### config.mk
export PLATFORM = sky130hd
export DESIGN_NAME = regfile_arb
export DESIGN_NICKNAME = d
export VERILOG_FILES = /design/src/rtl/regfile_arb_pkg.sv /design/src/rtl/regfile_arb.sv
export SDC_FILE = /design/constraint.sdc
export NUM_CORES = 1
export LEC_CHECK = 0
export ABC_AREA = 1
export CAP_MARGIN = 25
export CORE_ASPECT_RATIO = 0.75
export CORE_MARGIN = 1
export CORE_UTILIZATION = 43
export DETAILED_ROUTE_END_ITERATION = 16
export PLACE_DENSITY = 0.88
export SLEW_MARGIN = 0
export SYNTH_ARGS = -nofsm -noshare
export SYNTH_HDL_FRONTEND = slang
export SYNTH_SLANG_ARGS = --single-unit
### constraint.sdc
create_clock -name clk -period 1.99 [get_ports clk]
set_clock_uncertainty 0.05 [all_clocks]
set_input_delay 0.398 -clock clk [delete_from_list [all_inputs] [get_ports clk]]
set_output_delay 0.398 -clock clk [all_outputs]
set_load 0.02 [all_outputs]
### src/rtl/regfile_arb_pkg.sv
`timescale 1ns/1ps
`default_nettype none
// ============================================================================
// Module      : regfile_arb_pkg
// Description : Shared definitions for the register-file access arbiter:
//               default address/data widths, the controller state
//               enumeration and a small state-decode helper.
// Revision    : 1.0 - initial release
// ============================================================================
package regfile_arb_pkg;

    localparam int ADDR_W_DEFAULT = 6;
    localparam int DATA_W_DEFAULT = 32;

    // Controller states. INIT clears the register file, IDLE arbitrates,
    // WR/RD each issue one access, CAP picks up the read operands.
    typedef enum logic [2:0] {
        INIT = 3'd0,
        IDLE = 3'd1,
        WR   = 3'd2,
        RD   = 3'd3,
        CAP  = 3'd4
    } state_t;

    // The controller is busy in every state except IDLE.
    function automatic logic is_busy(input state_t s);
        return (s != IDLE);
    endfunction

endpackage : regfile_arb_pkg
`default_nettype wire

### src/rtl/regfile_arb.sv
`timescale 1ns/1ps
`default_nettype none
// ============================================================================
// Module      : regfile_arb
// Description : Two-requester (write / read) arbiter in front of an external
//               register file. Requests are sampled in IDLE; a tie is broken
//               round-robin (write wins the first tie after reset). A write
//               takes one cycle (WR); a read issues in RD, the register file
//               returns data in CAP and the operands appear on
//               rd_data1/rd_data2 with a one-cycle rd_valid pulse.
//               Every output comes straight from a flop: output values are
//               computed from the next state and registered with it.
//
// Ports       : clk, rst (asynchronous, active-low)
//               wr_req/wr_addr/wr_data -> wr_gnt          write requester
//               rd_req/rd_addr1/rd_addr2 -> rd_gnt,
//                    rd_valid, rd_data1, rd_data2         read requester
//               busy                                       not in IDLE
//               rf_rst, rf_enable, rf_write, rf_src1_addr,
//               rf_src2_addr, rf_write_addr, rf_write_data,
//               rf_src1, rf_src2                           register file side
// Revision    : 1.0 - initial release
// ============================================================================
module regfile_arb
    import regfile_arb_pkg::*;
#(
    parameter int ADDR_W = ADDR_W_DEFAULT,
    parameter int DATA_W = DATA_W_DEFAULT
) (
    input  logic              clk,
    input  logic              rst,
    input  logic              wr_req,
    input  logic [ADDR_W-1:0] wr_addr,
    input  logic [DATA_W-1:0] wr_data,
    output logic              wr_gnt,
    input  logic              rd_req,
    input  logic [ADDR_W-1:0] rd_addr1,
    input  logic [ADDR_W-1:0] rd_addr2,
    output logic              rd_gnt,
    output logic              rd_valid,
    output logic [DATA_W-1:0] rd_data1,
    output logic [DATA_W-1:0] rd_data2,
    output logic              busy,
    output logic              rf_rst,
    output logic              rf_enable,
    output logic              rf_write,
    output logic [ADDR_W-1:0] rf_src1_addr,
    output logic [ADDR_W-1:0] rf_src2_addr,
    output logic [ADDR_W-1:0] rf_write_addr,
    output logic [DATA_W-1:0] rf_write_data,
    input  logic [DATA_W-1:0] rf_src1,
    input  logic [DATA_W-1:0] rf_src2
);

    state_t r_state;
    state_t w_state_next;

    // INIT is held for one full clocked cycle after reset release so that
    // the register file sees rf_rst on a rising edge; r_init_seen marks
    // that this cycle has started.
    logic   r_init_seen;
    logic   w_init_seen_next;

    // Round-robin pointer: 1 = the read requester was granted last.
    logic   r_last_rd;
    logic   w_last_rd_next;

    logic   w_grant_wr;
    logic   w_grant_rd;

    // ------------------------------------------------------------------
    // Next-state / arbitration
    // ------------------------------------------------------------------
    always_comb begin
        w_state_next     = r_state;
        w_init_seen_next = r_init_seen;
        w_last_rd_next   = r_last_rd;
        w_grant_wr       = 1'b0;
        w_grant_rd       = 1'b0;

        case (r_state)
            INIT: begin
                if (r_init_seen) begin
                    w_state_next = IDLE;
                end else begin
                    w_init_seen_next = 1'b1;
                end
            end

            IDLE: begin
                if (wr_req && rd_req) begin
                    // Tie: grant whoever did not win last time.
                    w_grant_wr = r_last_rd;
                    w_grant_rd = ~r_last_rd;
                end else begin
                    w_grant_wr = wr_req;
                    w_grant_rd = rd_req;
                end

                if (w_grant_wr) begin
                    w_state_next   = WR;
                    w_last_rd_next = 1'b0;
                end else if (w_grant_rd) begin
                    w_state_next   = RD;
                    w_last_rd_next = 1'b1;
                end
            end

            WR:  w_state_next = IDLE;
            RD:  w_state_next = CAP;
            CAP: w_state_next = IDLE;

            default: begin
                w_state_next     = INIT;
                w_init_seen_next = 1'b0;
            end
        endcase
    end

    // ------------------------------------------------------------------
    // State and registered outputs
    // ------------------------------------------------------------------
    always_ff @(posedge clk or negedge rst) begin
        if (!rst) begin
            r_state       <= INIT;
            r_init_seen   <= 1'b0;
            r_last_rd     <= 1'b1;
            rf_rst        <= 1'b1;
            busy          <= 1'b0;
            rf_enable     <= 1'b0;
            rf_write      <= 1'b0;
            wr_gnt        <= 1'b0;
            rd_gnt        <= 1'b0;
            rd_valid      <= 1'b0;
            rd_data1      <= '0;
            rd_data2      <= '0;
            rf_src1_addr  <= '0;
            rf_src2_addr  <= '0;
            rf_write_addr <= '0;
            rf_write_data <= '0;
        end else begin
            r_state     <= w_state_next;
            r_init_seen <= w_init_seen_next;
            r_last_rd   <= w_last_rd_next;

            // Outputs describe the state being entered at this edge.
            rf_rst    <= (w_state_next == INIT);
            busy      <= is_busy(w_state_next);
            rf_enable <= (w_state_next == WR) || (w_state_next == RD);
            rf_write  <= (w_state_next == WR);
            wr_gnt    <= (w_state_next == WR);
            rd_gnt    <= (w_state_next == RD);

            // Operands are captured at the end of CAP, so valid follows it.
            rd_valid  <= (r_state == CAP);

            if (w_grant_wr) begin
                rf_write_addr <= wr_addr;
                rf_write_data <= wr_data;
            end

            if (w_grant_rd) begin
                rf_src1_addr <= rd_addr1;
                rf_src2_addr <= rd_addr2;
            end

            if (r_state == CAP) begin
                rd_data1 <= rf_src1;
                rd_data2 <= rf_src2;
            end
        end
    end

endmodule : regfile_arb
`default_nettype wire

======== After elaboration in Yosys (flattened, before gate mapping) ========
Cells that the tools add are included.
word-level totals
  bits in registers ....................... 125
  logic and storage cells ................. 44
  input bits .............................. 118
  output and inout bits ................... 121
cells by class
  bitwise logic cells ..................... 1
  mux-type cells .......................... 13
  eq/ne operators ......................... 7
  reduce and logical (&&, ||, !) cells .... 8
operators with widths
  operator                                               number
  == test 3 x 2 -> 1 bit, second input constant          4
  one-hot mux 3 bit (4 select lines)                     1
  two-way mux 3 bit                                      3
  two-way mux 1 bit                                      8
  zero test 3 bit                                        2
  OR reduction 4 bit                                     1
  == test 3 x 1 -> 1 bit, second input constant          1
  == test 3 bit, second input constant                   1
  inequality test 3 x 1 -> 1 bit, second input constant  1
  one-hot mux 1 bit (2 select lines)                     1
  AND reduction 2 bit                                    1
  nonzero test 2 bit                                     1
  OR reduction 2 bit                                     1
  logical AND 1 bit                                      1
  logical OR 1 bit                                       1
  inverter 1 bit                                         1

======== Logic depth before layout (Yosys ltp) ========
  word-level depth ........................ 8
  depth in mapped cells ................... 8
  depth with buffers taken out ............ 7

======== Worst setup path before layout ========
Ideal clock, no wire load.
  path type ............................... reg-to-reg
  start ................................... register r_state[2]
  end ..................................... register rf_write_data[10]
  buffers on the path ..................... 2
  cell stages (with the launch flop) ...... 9
  setup time .............................. 0.130 ns
  arrival time ............................ 1.135 ns
  setup slack ............................. 0.674 ns
  period minus slack after synthesis ...... 1.316 ns
  data required time ...................... 1.810 ns
  cell sequence ........................... dfrtp_1 inv_2 nand2_2 nor2_2 nand3_2 buf_6 buf_6 nand2_1 o21ai_1
between the ends
  word-level cells in the longest chain between the ends .. 2
ends and longest elaborated chain
  item                      RTL line            text
  start: declaration        regfile_arb.sv:55   state_t r_state;
  start signal: assignment  regfile_arb.sv:142  r_state <= w_state_next;
  == test 3 x 1 -> 1 bit    regfile_arb.sv:81   case (r_state)
  two-way mux 1 bit         regfile_arb.sv:81
  end signal: assignment    regfile_arb.sv:159  rf_write_data <= wr_data;
  end: declaration          regfile_arb.sv:50   output logic [DATA_W-1:0] rf_write_data,
Every way passes these cells.
A chain may end at the register's enable or synchronous reset.

======== Worst setup path in the final report ========
  start ................................... register rf_write_addr[4]
  end ..................................... output rf_write_addr[4]
RTL lines
  item                      RTL line            text
  start: declaration        regfile_arb.sv:49   output logic [ADDR_W-1:0] rf_write_addr,
  start signal: assignment  regfile_arb.sv:158  rf_write_addr <= wr_addr;
No word-level cell between the ends.

==> report_table.html <==
<table>
<tr><th>Metric</th><th>Value</th></tr>
<tr><th colspan="2">Critical path</th></tr>
<tr><td>Worst EP required</td><td>1.54 ns</td></tr>
<tr><td>Critical-path cell list</td><td>clkdlybuf4s50_1</td></tr>
<tr><td>Crit-path leading delay family</td><td>buffers and inverters</td></tr>
<tr><td>Crit path launch type</td><td>flip-flop</td></tr>
<tr><td>Worst R2R End</td><td>rd_data2[23]</td></tr>
<tr><td>Worst Path Max Fanout</td><td>2</td></tr>
<tr><td>Buffers plus inverters on the worst setup path</td><td>1</td></tr>
<tr><td>Cell count of the worst reg-to-reg path</td><td>5</td></tr>
<tr><td>Reg-to-reg slack, setup</td><td>0.39 ns</td></tr>
<tr><td>Arrival time of the worst setup path</td><td>1.41 ns</td></tr>
<tr><td>Cell with the largest stage delay on the worst path</td><td>clkdlybuf4s50_1</td></tr>
<tr><td>Crit-path max cell delay</td><td>0.65 ns</td></tr>
<tr><td>Worst Path Class, Setup</td><td>reg -&gt; out</td></tr>
<tr><td>Crit Reg-Reg Startpoint</td><td>r_state[1]</td></tr>
<tr><td>Kind of capture point of the worst setup path</td><td>primary output</td></tr>
<tr><th colspan="2">Power</th></tr>
<tr><td>Leak Pwr</td><td>3.89 nW</td></tr>
<tr><td>IR Drop Worst-Case VDD</td><td>0.00101 V</td></tr>
<tr><td>Power per standard cell area</td><td>1740 mW/mm²</td></tr>
<tr><td>Total power</td><td>0.0137 W</td></tr>
<tr><th colspan="2">Place</th></tr>
<tr><td>Placed cells</td><td>885</td></tr>
<tr><td>Final RePlAce weighted congestion</td><td>0.799</td></tr>
<tr><td>Final HPWL DP</td><td>9.10 mm</td></tr>
<tr><td>Port Buf Inserts</td><td>238</td></tr>
<tr><th colspan="2">Routing</th></tr>
<tr><td>Vias per Instance</td><td>4.60</td></tr>
<tr><td>Drt pass-1 iters</td><td>4</td></tr>
<tr><td>Overall via count from detail_route</td><td>4220</td></tr>
<tr><td>Starting DRC count in detailed routing</td><td>224</td></tr>
<tr><td>Count of nets left with antenna violations after detail routing</td><td>0</td></tr>
<tr><td>DRC Markers</td><td>0</td></tr>
<tr><td>DRT Wirelength</td><td>13.2 mm</td></tr>
<tr><td>Final routed wire length divided by cell count</td><td>14.4 µm</td></tr>
<tr><th colspan="2">Timing</th></tr>
<tr><td>Peak clock frequency supported by timing</td><td>538 MHz</td></tr>
<tr><td>Setup TNS Final</td><td>0 ns</td></tr>
<tr><td>Setup repair after global routing missed its margin</td><td>no</td></tr>
<tr><td>Slew @ Worst Pin</td><td>0.639 ns</td></tr>
<tr><td>Final hold violation count</td><td>0</td></tr>
<tr><td>Period utilization</td><td>0.934</td></tr>
<tr><td>Final count of pins violating max slew</td><td>0</td></tr>
<tr><td>Count of final setup violators</td><td>0</td></tr>
<tr><td>Minimum period implied by the final worst setup slack</td><td>1.86 ns</td></tr>
<tr><td>Worst relative slew slack</td><td>0.574</td></tr>
<tr><th colspan="2">Global route</th></tr>
<tr><td>Largest net degree at the start of global routing</td><td>78</td></tr>
<tr><td>Wire length of the first global-routing pass</td><td>21.1 mm</td></tr>
<tr><td>Final global-route overflow total</td><td>0</td></tr>
<tr><td>Initial antenna violation count</td><td>0</td></tr>
<tr><td>All-Layer GR Usage</td><td>0.231</td></tr>
<tr><td>Number of global-route vias before repair</td><td>4407</td></tr>
<tr><th colspan="2">Floorplan</th></tr>
<tr><td>Top Ports</td><td>239</td></tr>
<tr><td>Initial cell density of the core</td><td>0.443</td></tr>
<tr><td>Core Rows</td><td>33</td></tr>
<tr><td>Die outline height</td><td>93.9 µm</td></tr>
<tr><td>DIE AREA</td><td>0.0117 mm²</td></tr>
<tr><td>Core region area</td><td>0.0109 mm²</td></tr>
<tr><td>Die width</td><td>125 µm</td></tr>
<tr><th colspan="2">Finish</th></tr>
<tr><td>Most frequent standard cell in the layout excluding fill and tap cells</td><td>nand2_1</td></tr>
<tr><td>Reg area</td><td>0.00313 mm²</td></tr>
<tr><td>Footprint of the multi-input gates</td><td>0.00131 mm²</td></tr>
<tr><td>Fill count</td><td>723</td></tr>
<tr><td>Post-layout instance count excluding filler cells</td><td>918</td></tr>
<tr><td>Share of cells above drive strength 1</td><td>0.0617</td></tr>
<tr><td>Number of diodes added for antenna fixing</td><td>0</td></tr>
<tr><td>Final #Nets</td><td>883</td></tr>
<tr><td>Commonest cells after routing, fill and taps aside</td><td>nand2_1 (273), clkdlybuf4s50_1 (236), dfrtp_1 (123)</td></tr>
<tr><td>Area Growth Syn to Fin</td><td>62.9%</td></tr>
<tr><th colspan="2">Clocking</th></tr>
<tr><td>Worst-Skew Late Latency</td><td>0.40 ns</td></tr>
<tr><td>Number of CTS-inserted buffers</td><td>17</td></tr>
<tr><td>TritonCTS clock tree</td><td>built</td></tr>
<tr><td>CTS max path bufs</td><td>2</td></tr>
<tr><td>CTS Root Buffer Type</td><td>clkbuf_16</td></tr>
<tr><td>Clock Sinks</td><td>125</td></tr>
<tr><td>H-tree depth</td><td>4</td></tr>
<tr><td>Setup bufs post-CTS</td><td>0</td></tr>
<tr><td>Clock-pin slew on the worst setup and hold paths</td><td>0.06 ns</td></tr>
<tr><th colspan="2">Synth</th></tr>
<tr><td>Warnings from Yosys</td><td>0</td></tr>
<tr><td>Fraction of the yosys area taken by sequential cells</td><td>0.646</td></tr>
<tr><td>Number of instances in the synthesized netlist</td><td>525</td></tr>
<tr><td>Combined area of all synthesized cells</td><td>0.00484 mm²</td></tr>
<tr><td>Net count after synthesis</td><td>643</td></tr>
<tr><td>Distinct cell type count after synthesis</td><td>20</td></tr>
<tr><td>Mapped Avg Cell Area</td><td>9.23 µm²</td></tr>
<tr><td>Yosys reg bits</td><td>125</td></tr>
<tr><th colspan="2">Job</th></tr>
<tr><td>Total of max-cap violations</td><td>0</td></tr>
<tr><th colspan="2">Hold path</th></tr>
<tr><td>Class of the worst hold path</td><td>in -&gt; async</td></tr>
<tr><th colspan="2">Status</th></tr>
<tr><td>Run status</td><td>complete, no violations</td></tr>
</table>
==> power breakdown <==
part | leakage [nW] | total (W) | internal [W] | switching, W
Sequential | 1.54 | 0.00447 | 0.00378 | 0.000692
Clock | 0.286 | 0.00314 | 0.00201 | 0.00113
Combinational | 2.07 | 0.00612 | 0.00282 | 0.00330
==> cell families after synthesis <==
kind of cell,Yosys count,synth area share
adder cells (fa/ha/maj),1,0.00207
AO/OA/AOI/OAI,41,0.0424
flip-flops,125,0.646
buffers and inverters,72,0.0839
AND/OR/NAND/NOR,286,0.225
==> metal layers <==
layer | up-vias | wire, µm | GRT usage
li1 | 2056 | - | -
met1 | 1956 | 5260 | 0.265
met2 | 188 | 6530 | 0.392
met3 | 20 | 1180 | 0.0928
met4 | 0 | 218 | 0.0863
met5 | - | 0 | 0
==> sequential cells by signal (all words and copies together) (netlist names), 3 cells and up <==
register and count:
rf_src1_addr 6, rf_write_data 32, rf_src2_addr 6, rd_data2 32, rd_data1 32, rf_write_addr 6
r_state 3
==> layout make-up <==
type                            instances  share of cell area
Inverter                               47              0.0224
Clock inverter                         13              0.0209
Tap cell                              140              0.0222
Sequential cell                       125               0.397
Multi-Input combinational cell        328               0.166
Clock buffer                           19              0.0561
Timing Repair Buffer                  246               0.316
==> per-stage QoR <==
| step | utilization | setup slack (ns) | cell area, µm² | hold WS (ns) |
|---|---|---|---|---|
| finish | 0.721 | 0.131 | 7890 | 0.331 |
| global route | 0.721 | 0.0835 | 7890 | 0.352 |
| CTS | 0.721 | 0.112 | 7890 | 0.328 |
| detailed placement | 0.665 | 0.188 | 7270 | 0.225 |
| global placement | 0.665 | 0.254 | 7270 | 0.218 |
| floorplan | - | 0.674 | 4840 | 0.0524 |
==> cells in the mapped netlist, drive strengths merged <==
cell	number	area share
nand2	275	0.21
buf	21	0.044
nor3	2	0.0021
a21oi	1	0.0010
nor2	4	0.0036
inv	47	0.036
maj3	1	0.0021
dfrtp	123	0.64
dfstp	2	0.011
clkbuf	4	0.0036
nand3	5	0.0062
o21ai	40	0.041
==> how the worst max path moves through the flow <==
stage,from,end,slack [ns],depth (start not counted)
global placement,rd_req,rf_src1_addr[4],0.25,7
finish,rf_write_addr[4],rf_write_addr[4],0.13,1
detailed placement,rd_req,rf_src1_addr[3],0.19,7
global route,rf_src2_addr[4],rf_src2_addr[4],0.08,1
CTS,rf_write_addr[4],rf_write_addr[4],0.11,1
floorplan,r_state[2],rf_write_data[10],0.67,8
==> what timing repair did <==
action | 4_1_cts | 5_1_grt
endpoints found under the hold margin | 13 | 0
hold buffers | 1 | 0
endpoints found under the setup margin | 1 | 0
gates resized for setup | 1 | 0
(Power assumes the default switching activity.)
